--- src/rtl/rv32i_bus_arb_pkg.sv ---
// Shared types and constants for the two-master RV32I memory bus arbiter.
//   arb_state_t : arbiter FSM states
//   master_id_t : 1-bit master identifier (M0 = core, M1 = loader/DMA)
//   bus_op_t    : decoded operation of a granted transaction
//   RD_CNT_W    : width of the read-latency down-counter
//   decode_op   : maps a master's wren/rden pair to a bus_op_t
package rv32i_bus_arb_pkg;

    localparam int RD_CNT_W = 4;

    typedef enum logic [1:0] {
        IDLE    = 2'd0,
        ACCESS  = 2'd1,
        WAIT_RD = 2'd2,
        RESP    = 2'd3
    } arb_state_t;

    typedef logic master_id_t;
    localparam master_id_t M0 = 1'b0;
    localparam master_id_t M1 = 1'b1;

    typedef enum logic [1:0] {
        OP_NULL  = 2'd0,
        OP_READ  = 2'd1,
        OP_WRITE = 2'd2
    } bus_op_t;

    // Write has priority over read when a master raises both strobes.
    function automatic bus_op_t decode_op(input logic wren, input logic rden);
        bus_op_t op;
        op = OP_NULL;
        if (wren) begin
            op = OP_WRITE;
        end else if (rden) begin
            op = OP_READ;
        end
        return op;
    endfunction

endpackage

--- src/rtl/rr_picker2.sv ---
// Two-input round-robin picker (purely combinational).
//   req[1:0]   : request vector, bit i = master i
//   last_grant : master that won the previous arbitration
//   valid      : at least one request is present
//   winner     : chosen master; on a tie the one that did not win last time
module rr_picker2
    import rv32i_bus_arb_pkg::*;
(
    input  logic [1:0] req,
    input  master_id_t last_grant,
    output logic       valid,
    output master_id_t winner
);

    always_comb begin
        valid = |req;
        if (&req) begin
            winner = master_id_t'(~last_grant);
        end else begin
            // Single requester (or none): bit 1 set means M1, otherwise M0.
            winner = master_id_t'(req[1]);
        end
    end

endmodule

--- src/rtl/rv32i_bus_arbiter.sv ---
// Round-robin arbiter sharing one memory bus between the RV32I core (m0)
// and a loader/DMA port (m1). One transaction is outstanding at a time and
// each access runs IDLE -> ACCESS -> [WAIT_RD] -> RESP -> IDLE.
//   clk, rst                  : clock, asynchronous active-low reset
//   mN_req/addr/wrdata/wren/rden : master N request side (held until ack)
//   mN_ack, mN_rddata         : one-cycle completion pulse and read data
//   mem_addr/wrdata/wren/rden : memory request side, live only in ACCESS
//   mem_rddata                : memory read data, valid RD_LATENCY cycles
//                               after the read strobe
//   busy                      : arbiter is not in IDLE
module rv32i_bus_arbiter
    import rv32i_bus_arb_pkg::*;
#(
    parameter int unsigned ADDR_W     = 32,
    parameter int unsigned DATA_W     = 32,
    parameter int unsigned RD_LATENCY = 1
) (
    input  logic              clk,
    input  logic              rst,

    input  logic              m0_req,
    input  logic [ADDR_W-1:0] m0_addr,
    input  logic [DATA_W-1:0] m0_wrdata,
    input  logic              m0_wren,
    input  logic              m0_rden,
    output logic              m0_ack,
    output logic [DATA_W-1:0] m0_rddata,

    input  logic              m1_req,
    input  logic [ADDR_W-1:0] m1_addr,
    input  logic [DATA_W-1:0] m1_wrdata,
    input  logic              m1_wren,
    input  logic              m1_rden,
    output logic              m1_ack,
    output logic [DATA_W-1:0] m1_rddata,

    output logic [ADDR_W-1:0] mem_addr,
    output logic [DATA_W-1:0] mem_wrdata,
    output logic              mem_wren,
    output logic              mem_rden,
    input  logic [DATA_W-1:0] mem_rddata,

    output logic              busy
);

    localparam logic [RD_CNT_W-1:0] RD_CNT_INIT = RD_CNT_W'(RD_LATENCY - 1);

    arb_state_t           state_q;
    master_id_t           grant_q;
    master_id_t           last_grant_q;
    bus_op_t              op_q;
    logic [RD_CNT_W-1:0]  rd_cnt_q;
    logic [DATA_W-1:0]    rddata_q;
    // The memory-side address/data registers double as the grant-time
    // capture: they are loaded at grant, presented during ACCESS and cleared
    // afterwards, so later changes on the master ports are never seen.
    logic [ADDR_W-1:0]    mem_addr_q;
    logic [DATA_W-1:0]    mem_wrdata_q;
    logic                 mem_wren_q;
    logic                 mem_rden_q;
    logic                 m0_ack_q;
    logic                 m1_ack_q;

    logic                 pick_valid;
    master_id_t           pick_winner;
    logic [ADDR_W-1:0]    win_addr;
    logic [DATA_W-1:0]    win_wrdata;
    bus_op_t              win_op;

    rr_picker2 u_picker (
        .req        ({m1_req, m0_req}),
        .last_grant (last_grant_q),
        .valid      (pick_valid),
        .winner     (pick_winner)
    );

    // Request fields of whichever master the picker selected.
    always_comb begin
        if (pick_winner == M1) begin
            win_addr   = m1_addr;
            win_wrdata = m1_wrdata;
            win_op     = decode_op(m1_wren, m1_rden);
        end else begin
            win_addr   = m0_addr;
            win_wrdata = m0_wrdata;
            win_op     = decode_op(m0_wren, m0_rden);
        end
    end

    always_ff @(posedge clk or negedge rst) begin
        if (!rst) begin
            state_q      <= IDLE;
            grant_q      <= M0;
            last_grant_q <= M1;
            op_q         <= OP_NULL;
            rd_cnt_q     <= '0;
            rddata_q     <= '0;
            mem_addr_q   <= '0;
            mem_wrdata_q <= '0;
            mem_wren_q   <= 1'b0;
            mem_rden_q   <= 1'b0;
            m0_ack_q     <= 1'b0;
            m1_ack_q     <= 1'b0;
        end else begin
            // Strobes, memory outputs and acks are single-cycle; only the
            // state that enters ACCESS or RESP re-asserts them.
            mem_addr_q   <= '0;
            mem_wrdata_q <= '0;
            mem_wren_q   <= 1'b0;
            mem_rden_q   <= 1'b0;
            m0_ack_q     <= 1'b0;
            m1_ack_q     <= 1'b0;

            case (state_q)
                IDLE: begin
                    if (pick_valid) begin
                        grant_q      <= pick_winner;
                        last_grant_q <= pick_winner;
                        op_q         <= win_op;
                        mem_addr_q   <= win_addr;
                        mem_wrdata_q <= win_wrdata;
                        mem_wren_q   <= (win_op == OP_WRITE);
                        mem_rden_q   <= (win_op == OP_READ);
                        state_q      <= ACCESS;
                    end
                end

                ACCESS: begin
                    if (op_q == OP_READ) begin
                        rd_cnt_q <= RD_CNT_INIT;
                        state_q  <= WAIT_RD;
                    end else begin
                        m0_ack_q <= (grant_q == M0);
                        m1_ack_q <= (grant_q == M1);
                        state_q  <= RESP;
                    end
                end

                WAIT_RD: begin
                    if (rd_cnt_q == '0) begin
                        rddata_q <= mem_rddata;
                        m0_ack_q <= (grant_q == M0);
                        m1_ack_q <= (grant_q == M1);
                        state_q  <= RESP;
                    end else begin
                        rd_cnt_q <= rd_cnt_q - 1'b1;
                    end
                end

                RESP: begin
                    state_q <= IDLE;
                end

                default: begin
                    state_q <= IDLE;
                end
            endcase
        end
    end

    assign mem_addr   = mem_addr_q;
    assign mem_wrdata = mem_wrdata_q;
    assign mem_wren   = mem_wren_q;
    assign mem_rden   = mem_rden_q;
    assign m0_ack     = m0_ack_q;
    assign m1_ack     = m1_ack_q;
    // Read data is shared; it only has meaning alongside the matching ack.
    assign m0_rddata  = rddata_q;
    assign m1_rddata  = rddata_q;
    assign busy       = (state_q != IDLE);

endmodule

--- config.mk ---
export PLATFORM = sky130hd
export DESIGN_NAME = rv32i_bus_arbiter
export DESIGN_NICKNAME = d
export VERILOG_FILES = /design/src/rtl/rv32i_bus_arb_pkg.sv /design/src/rtl/rr_picker2.sv /design/src/rtl/rv32i_bus_arbiter.sv
export SDC_FILE = /design/constraint.sdc
export NUM_CORES = 1
export LEC_CHECK = 0
export ABC_AREA = 1
export BUFFER_PORTS_ARGS = -buffer_cell sky130_fd_sc_hd__buf_2
export CAP_MARGIN = 30
export CORE_UTILIZATION = 40
export DETAILED_ROUTE_END_ITERATION = 7
export PLACE_DENSITY = 0.77
export SKIP_LAST_GASP = 1
export SLEW_MARGIN = 20
export SYNTH_ARGS = -nofsm -noshare
export SYNTH_HDL_FRONTEND = slang
export SYNTH_SLANG_ARGS = --single-unit
--- constraint.sdc ---
create_clock -name clk -period 1.3 [get_ports clk]
set_input_delay 0.065 -clock clk [delete_from_list [all_inputs] [get_ports clk]]
set_output_delay 0.065 -clock clk [all_outputs]
set_load 0.02 [all_outputs]
After elaboration in Yosys (flattened, before gate mapping)
Cells that the tools add are included.
{"block": "classes", "n_addsub": 1, "eq_ne": 10, "muxes": 29, "bitwise_logic": 2, "reduce_logical": 10}
{"cell": "$mux 32", "count": 6}
{"cell": "$mux 1", "count": 12}
{"cell": "$mux 2", "count": 5}
{"cell": "$mux 4", "count": 2}
{"cell": "$ne 2x2->1 const B", "count": 4}
{"cell": "$pmux 2 s4", "count": 1}
{"cell": "$pmux 4 s2", "count": 1}
{"cell": "$reduce_and 2->1", "count": 4}
{"cell": "$eq 2x1->1 const B", "count": 3}
{"cell": "$eq 2x2->1 const B", "count": 3}
{"cell": "$logic_not 4->1", "count": 1}
{"cell": "$pmux 1 s2", "count": 2}
{"cell": "$reduce_bool 2->1", "count": 2}
{"cell": "$sub 4x1->4 const B", "count": 1}
{"cell": "$reduce_and 3->1", "count": 1}
{"cell": "$logic_not 2->1", "count": 1}
{"cell": "$not 1->1", "count": 2}
{"cell": "$reduce_or 2->1", "count": 1}
{"block": "word_totals", "reg_bits": 110, "inputBits": 168, "out_inout_bits": 133}

Longest topological paths before layout
Gate-level depths: netlist (run 1).
{"block": "logic_depth", "depth_word": 6, "ltp_mapped": 8, "depth_no_buf": 7}

Hierarchy
A second synthesis (run 1) with hierarchy kept.
{"block": "unflattened", "cells_unflattened": 535, "hier_area_um2": 4795.8}
{"mod": "rv32i_bus_arbiter", "n_inst": 1, "cells_each": 532, "area_per_inst_um2": 4780.8, "seq_area_each_um2": 2753.9}
{"mod": "rr_picker2", "n_inst": 1, "cells_each": 3, "area_per_inst_um2": 15.0, "seq_area_each_um2": 0.0}

Worst setup path after synthesis (run 1)
No wires, ideal clock.
{"block": "synth_path", "path_type": "reg-to-reg", "start": "reg state_q[0]", "end": "reg rddata_q[23], in the netlist m0_rddata[23]", "setup_ns": 0.118, "t_arrival_ns": 1.243, "required_ns": 1.182, "slack_ns": -0.061, "stages_incl_launch_ff": 8, "n_path_buf": 2, "path_cell_list": "dfrtp_1 inv_1 ha_1 nand3_2 buf_6 buf_6 nand2_1 o21ai_2"}
{"block": "synth_between", "elab_chain_len": 2}
{"item": "start, declared", "line": "rv32i_bus_arbiter.sv:48", "source": "arb_state_t state_q;"}
{"item": "start signal, assigned", "line": "rv32i_bus_arbiter.sv:92", "source": "state_q <= IDLE;"}
{"item": "start signal, assigned", "line": "rv32i_bus_arbiter.sv:124", "source": "state_q <= ACCESS;"}
{"item": "start signal, assigned", "line": "rv32i_bus_arbiter.sv:131", "source": "state_q <= WAIT_RD;"}
{"item": "$eq 2x2->1", "line": "rv32i_bus_arbiter.sv:114", "source": "case (state_q)"}
{"item": "$reduce_and 2->1 (no line)"}
{"item": "end signal, assigned", "line": "rv32i_bus_arbiter.sv:141", "source": "rddata_q <= mem_rddata;"}
{"item": "end, declared", "line": "rv32i_bus_arbiter.sv:53", "source": "logic [DATA_W-1:0] rddata_q;"}
No other way between the ends.
A chain may end at the register's enable or synchronous reset.

Final worst setup path (run 1)
{"block": "layout_path", "start": "reg state_q[0]", "end": "out busy"}
{"block": "layout_between", "elab_chain_len": 1}
{"item": "$reduce_bool 2->1", "line": "rv32i_bus_arbiter.sv:170", "source": "assign busy = (state_q != IDLE);"}
{"item": "end, declared", "line": "rv32i_bus_arbiter.sv:43", "source": "output logic busy"}
No other way between the ends.

==> out/metrics.cfg, run 1 <==
[grt]
grt_pass1_vias=5603
grt_max_degree=47
grt_usage_pct=27.4
overflow=0
grt_first_pass_wirelength_mm=27.4
antenna_found_initial=1

[route]
first_pass_iters=4
antenna_left=0
num_vias=5679
via_per_inst=4.81
wl_mm=21.4
drc=0
drt_iter0_markers=407
wl_per_cell_um=18.1

[synthesis]
synth-edff-count=0
syn_area_per_cell_um2=9.60
ys_top_cells_by_count=109 x dfrtp_1, 86 x nor2_1, 64 x nand2_1, 52 x o21ai_2, 51 x nor2_2
yosysWarnings=0
syn_inst=541
yosys.area.top_type=dfrtp_1
post-synth-top-count-cell=dfrtp_1
synth_top_area_share_pct=52.5
synth_fp_nets=713
synth_cell_types=25
yosysSeqAreaShare_pct=53.0
synth_area_um2=5190
synth_seq_cells=110
synthTopCellsByArea=dfrtp_1 53%, o21ai_2 8.8%, nor2_1 6.2%
ys.flop_type=dfrtp_1
async_flop_share_pct=100

[timing]
tns_ps=-536
finalClockSkew_ps=4.86
post-route-period-util_pct=106
hold_viol_final=1
finalMaxSlewViolations=0
fmax_mhz=726
tightestPinTransition_ps=283
final-setup-viol-count=24
fin_crit_ps=1380
relSlewSlack_pct=81.2
worst_hold_slack_ps=-14.5
worst_slack_ps=-77.8
rsz0062_at_grt=true

[power]
power_mw=18.5
p_leak_nw=4.90
power_density_nw_per_um2=1970
ir_drop_v=0.000858

[setup_path]
reg2reg_depth=7
required_ps=1240
crit_type=reg -> out
crit_slowest_cell=dfrtp_1
cp_data_arrival_time_ps=1310
path_max_fanout=4
max_stage_delay_ps=400
cp_common_cell=buf_6
cp-end-kind=output port
start_kind=flip-flop
crit_chain=inv_2, ha_4, buf_6, inv_4, buf_6

[placement]
port_buffers=300
postPlaceCellArea_um2=6710
place_congestion=0.757
place_inst=978
dpl.hpwl_mm=10.4

[clocking]
cts_tree=done
clk_latency_ps=350
cts_buffers=9
cts_max_level=3
clk_pin_slew_ps=70
root_buffer=clkbuf_16
cts_sinks=110
clockBufferDepth=2

[cells_and_area]
final_cell_count_no_fill=1180
drive_above_1_share_pct=53.5
syn2layout_area_growth_pct=81.0
design_area_um2=9400
nNetsFinal=1174

[outcome]
status=finished with violations
violations=negative hold slack, negative setup slack

[worst_hold_path]
hp-class=in -> reg
hold_depth=3

[die]
die_h_um=116
start_util_pct=41.1
fp.dieW_um=116
core_um2=12600
core.rowCount=41
pin_count=301
dieArea_um2=13400

[run]
cap_violations=0

==> cell usage in the layout, fill, tap and decap left out, types with 2 or more instances in the layout <==
cell and instances:
buf_4 21, buf_12 10, nand2_1 61, o21ai_0 15, nor2_2 74, ha_4 4
buf_16 2, buf_8 2, buf_2 298, buf_6 12, clkbuf_1 6, inv_1 44
nand2_4 3, o21ai_1 28, clkbuf_16 21, nor2_4 14, nand3_4 2, nand2_2 2
inv_2 2, nor2_1 49, dlygate4sd3_1 152, nand3_1 4, o21ai_2 62, dfrtp_1 109
==> critical path, delay by kind of cell, from the launching register on <==
| family | cells | cell delay [ps] |
|---|---|---|
| buffers and inverters | 4 | 390 |
| DFF | 1 | 400 |
| adders and majority gates | 1 | 180 |
==> state kept, by name, indices dropped and copies added (netlist names) <==
signal and cells:
grant_q 1, last_grant_q 1, m0_ack 1, m0_rddata 32, m1_ack 1, mem_addr 32, mem_rden 1, mem_wrdata 32
mem_wren 1, op_q 2, rd_cnt_q 4, state_q 2
==> cells by family (layout without fill, tap and decap cells) <==
| logic type | after synthesis | in the layout | synth area share [%] |
|---|---|---|---|
| adder cells (fa/ha/maj) | 4 | 4 | 0.964 |
| AO/OA/AOI/OAI | 106 | 106 | 14.0 |
| other | 0 | 1 | 0 |
| flip-flops | 110 | 110 | 53.0 |
| AND/OR/NAND/NOR | 212 | 212 | 18.7 |
| buffers and inverters | 109 | 575 | 13.3 |
==> power breakdown <==
group | switching, mW | leakage, nW | total (mW) | internal (mW)
sequential | 0.660 | 1.44 | 5.29 | 4.63
clock | 1.22 | 0.132 | 2.73 | 1.50
combinational | 6.21 | 3.33 | 10.5 | 4.28
total | 8.09 | 4.90 | 18.5 | 10.4
==> worst paths after layout <==
check | start | to | slack (ps)
max | state_q[0] | busy | -80
min | m0_wrdata[8] | mem_wrdata[8] | -10
min in group asynchronous | rst | mem_addr[17] | 120
max reg2reg | state_q[1] | mem_wrdata[11] | -60
min reg2reg | grant_q | m0_ack | 420
max in group asynchronous | rst | last_grant_q | 620
==> layer usage <==
layer	vias up	global-route usage [%]	wire (um)
met2	317	47.8	11300
met4	0	21.4	1240
met1	2690	26.8	7320
met3	100	8.84	1530
met5	-	0	0
li1	2572	-	-
==> final cells by class <==
cell class              count  area (um2)
diodes                      1        2.50
fillers                   816        3220
flip-flops and latches    110        2750
well taps                 172         215
multi-input cells         322        2040
repair inverters            1        8.76
repair buffers            509        3890
inverters                  49         206
clock buffers              15         248
clock inverters             1        30.0
==> repair_timing <==
action | CTS | global route
resized for setup | 25 | 89
gates cloned | 2 | 19
hold endpoints to repair | 204 | 0
buffers inserted | 4 | 8
endpoints found under the setup margin | 89 | 110
hold buffers | 152 | 0
pin swaps | 4 | 19
==> metrics by stage <==
step                      util, %  setup slack [ps]
after floorplan                 -             -20.6
after global placement       53.2             -72.1
after detailed placement     53.2              -121
after CTS                    68.7             -33.7
after global routing         74.5              -120
final                        74.5             -77.8
Power figures use the tool's default switching activity.
==> inputs of run 2 (changes only) <==
--- a/config.mk
+++ b/config.mk
@@ -8,9 +8,10 @@
 export ABC_AREA = 1
 export BUFFER_PORTS_ARGS = -buffer_cell sky130_fd_sc_hd__buf_2
 export CAP_MARGIN = 30
-export CORE_UTILIZATION = 40
+export CORE_AREA = 2 2 117 119
 export DETAILED_ROUTE_END_ITERATION = 7
-export PLACE_DENSITY = 0.77
+export DIE_AREA = 0 0 119 121
+export PLACE_DENSITY = 0.74
 export SKIP_LAST_GASP = 1
 export SLEW_MARGIN = 20
 export SYNTH_ARGS = -nofsm -noshare
==> constraint.sdc (replaced) <==
create_clock -name clk -period 1.6 [get_ports clk]
set_input_delay 0.08 -clock clk [delete_from_list [all_inputs] [get_ports clk]]
set_output_delay 0.08 -clock clk [all_outputs]
set_load 0.02 [all_outputs]
==> run 2 against run 1 <==
Compared with the run above:
- the flow now finishes without violations
- total power is 28% lower
- non-clock buffer count is 48 lower
- sequential cell count stayed put
- sequential power is 19% lower
- critical endpoint is now mem_wrdata[1]
- largest power group unchanged
==> out/metrics.cfg, run 2 (same netlist as run 1, synthesis figures left out) <==
[outcome]
status=finished clean

[timing]
final-setup-viol-count=0  ; -100%
finalMaxSlewViolations=0  ; unchanged
relSlewSlack_pct=71.5  ; -9.6 points
rsz0062_at_grt=true
post-route-period-util_pct=93.4
hold_viol_final=0  ; -1
tightestPinTransition_ps=427  ; +144 ps
fmax_mhz=669
worst_hold_slack_ps=13.6  ; +28.2 ps
fin_crit_ps=1490
worst_slack_ps=106  ; +183 ps
finalClockSkew_ps=6.25  ; +1.39 ps
tns_ps=0  ; +536 ps

[route]
antenna_left=0  ; unchanged
first_pass_iters=4  ; unchanged
drt_iter0_markers=246  ; -40%
via_per_inst=4.54  ; -5.8%
drc=0  ; unchanged
num_vias=5148  ; -9.4%
wl_mm=16.6  ; -23%
wl_per_cell_um=14.6  ; -20%

[grt]
overflow=0  ; unchanged
grt_first_pass_wirelength_mm=26.3  ; -3.9%
grt_pass1_vias=5329  ; -4.9%
antenna_found_initial=0  ; -1
grt_usage_pct=23.4  ; -3.9 points
grt_max_degree=48  ; +2.1%

[die]
dieArea_um2=14400  ; +7.2%
fp.dieW_um=119  ; +2.7%
pin_count=301  ; unchanged
start_util_pct=39.7  ; -1.5 points
core_um2=13100  ; +3.7%
core.rowCount=42  ; +2.4%
die_h_um=121  ; +4.4%

[placement]
place_ws_ps=98.3  ; +220 ps
place_congestion=0.770  ; +1.7%
port_buffers=300  ; unchanged
dpl.hpwl_mm=9.94  ; -4.6%

[power]
p_leak_nw=4.53  ; -7.4%
power_density_nw_per_um2=1570  ; -20%
ir_drop_v=0.000605  ; -29%

[setup_path]
crit_end=mem_wrdata[1]
start_kind=flip-flop
cp_data_arrival_time_ps=1770  ; +460 ps
crit_start=state_q[0]
path_max_fanout=38  ; +34
rr_endpoint=mem_wrdata[1]
reg2reg_slack_ps=110  ; +170 ps
reg2reg_depth=7  ; unchanged
cp-end-kind=flip-flop
required_ps=1870  ; +630 ps
rr_startpoint=state_q[0]
crit_type=reg -> reg

[clocking]
cts_tree=done
clockBufferDepth=2  ; unchanged
cts_buffers=9  ; unchanged
cts_sinks=110  ; unchanged
clk_latency_ps=350  ; about the same
clk_pin_slew_ps=70  ; about the same
root_buffer=clkbuf_16
cts_max_level=3  ; unchanged

[cells_and_area]
n_fill_cell=964  ; +18%
nNetsFinal=1125  ; -4.2%
syn2layout_area_growth_pct=62.6
drive_above_1_share_pct=45.8  ; -7.7 points
final_cell_mix=299 x buf_2, 149 x dlygate4sd3_1, 109 x dfrtp_1, 86 x nor2_1, 64 x nand2_1
layout_commonest_cell=buf_2

[run]
cap_violations=0  ; unchanged

[worst_hold_path]
hp-class=in -> reg

==> run 2: changes by cell type in the layout (fill, tap and decap cells not counted), moves of 4 or more <==
| cell | previous run | this run |
|---|---|---|
| buf_4 | 21 | 4 |
| buf_6 | 12 | 0 |
| clkbuf_1 | 6 | 1 |
| clkbuf_16 | 21 | 9 |
| clkbuf_8 | 0 | 4 |
| ha_4 | 4 | 0 |
| nor2_1 | 49 | 86 |
| nor2_2 | 74 | 51 |
| nor2_4 | 14 | 0 |
| o21ai_0 | 15 | 29 |
| o21ai_1 | 28 | 24 |
| o21ai_2 | 62 | 52 |
==> run 2: timing repair <==
action                     4_1_cts  5_1_grt
hold endpoints to repair       118        0
hold buffers                   149        0
buffers inserted                 0        0
gates resized for setup          0        2
setup endpoints to repair        0        8
==> run 2: cell type report <==
class	instances	area [um2]	share of cell area [%]
Tap cell	176	220	2.61
Inverter	49	186	2.21
Timing Repair Buffer	461	3210	38.0
Clock buffer	14	284	3.36
Sequential cell	110	2750	32.6
Antenna cell	1	2.50	0.0296
Clock inverter	2	37.5	0.445
Multi-Input combinational cell	322	1750	20.8
==> run 2: power by group <==
part	switching, mW	leakage [nW]	internal (mW)
Clock	0.978	0.155	1.39
Sequential	0.499	1.44	3.76
Combinational	4.26	2.94	2.39
==> run 2: how the worst min path moves through the flow <==
| stage | startpoint | endpoint | slack, ps | cells past startpoint |
|---|---|---|---|---|
| global placement | rst | mem_addr[4] | 50 | 1 |
| floorplan | rst | grant_q | -220 | 0 |
| detailed placement | rst | mem_addr[4] | 50 | 1 |
| finish | m0_wrdata[3] | mem_wrdata[3] | 10 | 3 |
| CTS | m1_addr[26] | mem_addr[26] | 1 | 3 |
| global route | m0_wrdata[3] | mem_wrdata[3] | 20 | 3 |
==> run 2: critical path: stages (launching register included) <==
cell and delay, ps:
dfrtp_1 410, inv_1 110, ha_2 230, nand2_4 90, inv_4 90, buf_16 220, o21ai_0 150, nor2_1 100
==> run 2: per-layer routing <==
metal  vias up  share of wire, %  GRT usage, %
met1      2379                38          25.1
met5         -                 0             0
met2       252                52          43.1
met3        45               6.3          5.08
li1       2472                 -             -
met4         0               3.8          12.4
==> run 2: metrics by stage <==
step	util (%)	instance area, um2	cells	total power, mW
6_report	64.5	8440	1135	13.3
5_1_grt	64.5	8440	1134	14.1
4_1_cts	64.4	8430	1134	13.3
3_5_place_dp	50.6	6620	969	10.6
3_3_place_gp	50.6	6620	969	10.5
2_1_floorplan	-	5190	541	9.17
==> inputs of run 3 (changes only) <==
--- a/config.mk
+++ b/config.mk
@@ -8,10 +8,10 @@
 export ABC_AREA = 1
 export BUFFER_PORTS_ARGS = -buffer_cell sky130_fd_sc_hd__buf_2
 export CAP_MARGIN = 30
-export CORE_AREA = 2 2 117 119
+export CORE_AREA = 5 5 114 116
 export DETAILED_ROUTE_END_ITERATION = 7
 export DIE_AREA = 0 0 119 121
-export PLACE_DENSITY = 0.74
+export PLACE_DENSITY = 0.81
 export SKIP_LAST_GASP = 1
 export SLEW_MARGIN = 20
 export SYNTH_ARGS = -nofsm -noshare
==> run 3 against run 2 <==
Compared with the run above:
- cell count fell by 2.6%
- core utilization increased by 7.2 points
- clock power is 6% higher
- count of clock-buffer cells in the layout fell by 2
- worst hold slack worse by 11 ps
- largest power group unchanged
==> out/metrics.cfg, run 3 (same netlist as run 1, synthesis figures left out) <==
[route]
drt_iter0_markers=358  ; +46%
top_layer=met5
num_vias=5363  ; +4.2%
wl_met2_mm=9.64  ; +11%
drc=0  ; unchanged
met1_length_mm=7.10  ; +14%
antenna_left=0  ; unchanged
first_pass_iters=4  ; unchanged
via_per_inst=4.85  ; +7.0%
wl_per_cell_um=17.6  ; +21%
wl_met3_mm=1.53  ; +47%
wl_mm=19.5  ; +18%

[setup_path]
reg2reg_depth=5  ; -2
rr_endpoint=mem_wrdata[12]
cp-end-kind=flip-flop
max_stage_delay_ps=540  ; +130 ps
start_kind=flip-flop
crit_slowest_cell=dfstp_2
required_ps=1870  ; about the same
crit_start=last_grant_q
crit_buf_inv=1  ; -2
path_max_fanout=27  ; -29%
cp_data_arrival_time_ps=1750  ; -20 ps
reg2reg_slack_ps=120  ; about the same
critPathTopFamily=flip-flops
rr_startpoint=last_grant_q
crit_chain=nand2_1, nand2_4, buf_4, o21ai_0, nor2_1
crit_type=reg -> reg

[grt]
grt_max_degree=48  ; unchanged
overflow=0  ; unchanged
antenna_found_initial=2  ; +2
grt_usage_pct=25.5  ; +2.0 points
grt_pass1_vias=5590  ; +4.9%
grt_first_pass_wirelength_mm=29.0  ; +10%

[power]
ir_drop_v=0.000645  ; +6.5%
p_leak_nw=4.56  ; +0.58%
power_density_nw_per_um2=1640  ; +4.2%
p_int_mw=7.81  ; +3.6%
combinationalPowerShare_pct=51.0  ; +0.9 points
swShare_pct=43.7  ; +0.45 points
clkPwrFrac_pct=18.0  ; +0.2 points
seqPwrFrac_pct=31.0  ; -1.1 points
p_switching_mw=6.05  ; +5.5%

[timing]
fin_crit_ps=1480  ; -9.85 ps
finalClockSkew_ps=7.09  ; +0.845 ps
tightestPinTransition_ps=479  ; +51.9 ps
rsz0062_at_grt=false
hold_viol_final=0  ; unchanged
post-route-period-util_pct=92.8  ; -0.62 points
final-setup-viol-count=0  ; unchanged
finalMaxSlewViolations=0  ; unchanged
worst_hold_slack_ps=3.00  ; -10.6 ps
worst_slack_ps=115  ; +9.85 ps
tns_ps=0  ; unchanged
fmax_mhz=674  ; +0.66%
relSlewSlack_pct=68.1  ; -3.5 points

[clocking]
cts_tree=done
cts_max_level=3  ; unchanged
post_cts_buffers=0  ; unchanged
clk_pin_slew_ps=80  ; about the same
clockBufferDepth=2  ; unchanged
cts_sinks=110  ; unchanged
cts_buffers=9  ; unchanged
root_buffer=clkbuf_16
clk_latency_ps=340  ; about the same

[die]
start_util_pct=44.0  ; +4.3 points
fp.dieW_um=119  ; unchanged
core.rowCount=40  ; -4.8%
dieArea_um2=14400  ; unchanged
die_h_um=121  ; unchanged
core_um2=11800  ; -9.7%
pin_count=301  ; unchanged

[worst_hold_path]
hold_path_end=mem_wrdata[26]
hold_depth=3  ; unchanged
hp-class=in -> reg
min_from=m1_wrdata[26]

[placement]
dpl.hpwl_mm=11.3  ; +14%
postPlaceCellArea_um2=6560  ; -0.93%
port_buffers=300  ; unchanged
place_ws_ps=53.7  ; -44.6 ps
place_congestion=0.789  ; +2.4%

[cells_and_area]
nNetsFinal=1123  ; -0.18%
drive_above_1_share_pct=46.7  ; +0.83 points
design_area_um2=8470  ; +0.28%
fin_util_pct=71.7  ; +7.2 points
layout_commonest_cell=buf_2
syn2layout_area_growth_pct=63.1
final_cell_mix=299 x buf_2, 143 x dlygate4sd3_1, 109 x dfrtp_1, 86 x nor2_1, 64 x nand2_1

[run]
cap_violations=0  ; unchanged

[outcome]
status=finished clean

==> run 3: cell count changes in the layout (fill, tap and decap cells not counted), moves of 2 or more <==
cell	previous run	this run
buf_12	8	5
buf_4	4	6
clkbuf_16	9	13
clkbuf_8	4	2
dlygate4sd3_1	149	143
ha_1	3	1
ha_2	1	3
==> run 3: metal layers <==
layer  global-route usage, %  vias to the layer above
li1                        -                     2469
met1                    28.8                     2486
met2                    42.8                      319
met3                    6.95                       87
met4                    15.6                        2
met5                       0                        -
==> run 3: final cells by class <==
| class | count | area, um2 |
|---|---|---|
| clock inverters | 4 | 77.6 |
| multi-input cells | 322 | 1770 |
| repair buffers | 459 | 3230 |
| inverters | 49 | 196 |
| well taps | 147 | 184 |
| diodes | 2 | 5.00 |
| fillers | 812 | 3340 |
| clock buffers | 12 | 256 |
| flip-flops and latches | 110 | 2750 |
==> run 3: worst max path at each step <==
stage / end / slack (ps) / cells after the start
5_1_grt: mem_wrdata[4] / 3 / 5
2_1_floorplan: m0_rddata[23] / 240 / 7
6_report: mem_wrdata[12] / 120 / 5
3_5_place_dp: mem_wrdata[9] / 50 / 7
4_1_cts: mem_wrdata[7] / 3 / 7
3_3_place_gp: mem_wrdata[9] / 100 / 7
==> run 3: what timing repair did <==
| action | in CTS | in global routing |
|---|---|---|
| gates resized for setup | 0 | 10 |
| setup endpoints to repair | 0 | 60 |
| hold buffers | 142 | 1 |
| endpoints found under the hold margin | 118 | 1 |
==> run 3: worst min-delay path, cell delays in order <==
cell	delay, ps
buf_2	90
o21ai_2	60
nor2_2	70
==> run 3: stage by stage <==
step                      cells  power, mW
final                      1105       13.9
after global routing       1104       14.7
after CTS                  1098       13.4
after detailed placement    940       10.7
after global placement      940       10.5
after floorplan             541       9.17
==> run 3: power by group through the flow <==
stage | registers [mW] | clock network, mW | logic [mW]
2_1_floorplan | 5.36 | 0 | 3.82
3_3_place_gp | 4.25 | 0 | 6.26
3_5_place_dp | 4.30 | 0 | 6.36
4_1_cts | 4.26 | 2.52 | 6.66
5_1_grt | 4.41 | 2.64 | 7.59
6_report | 4.30 | 2.49 | 7.07
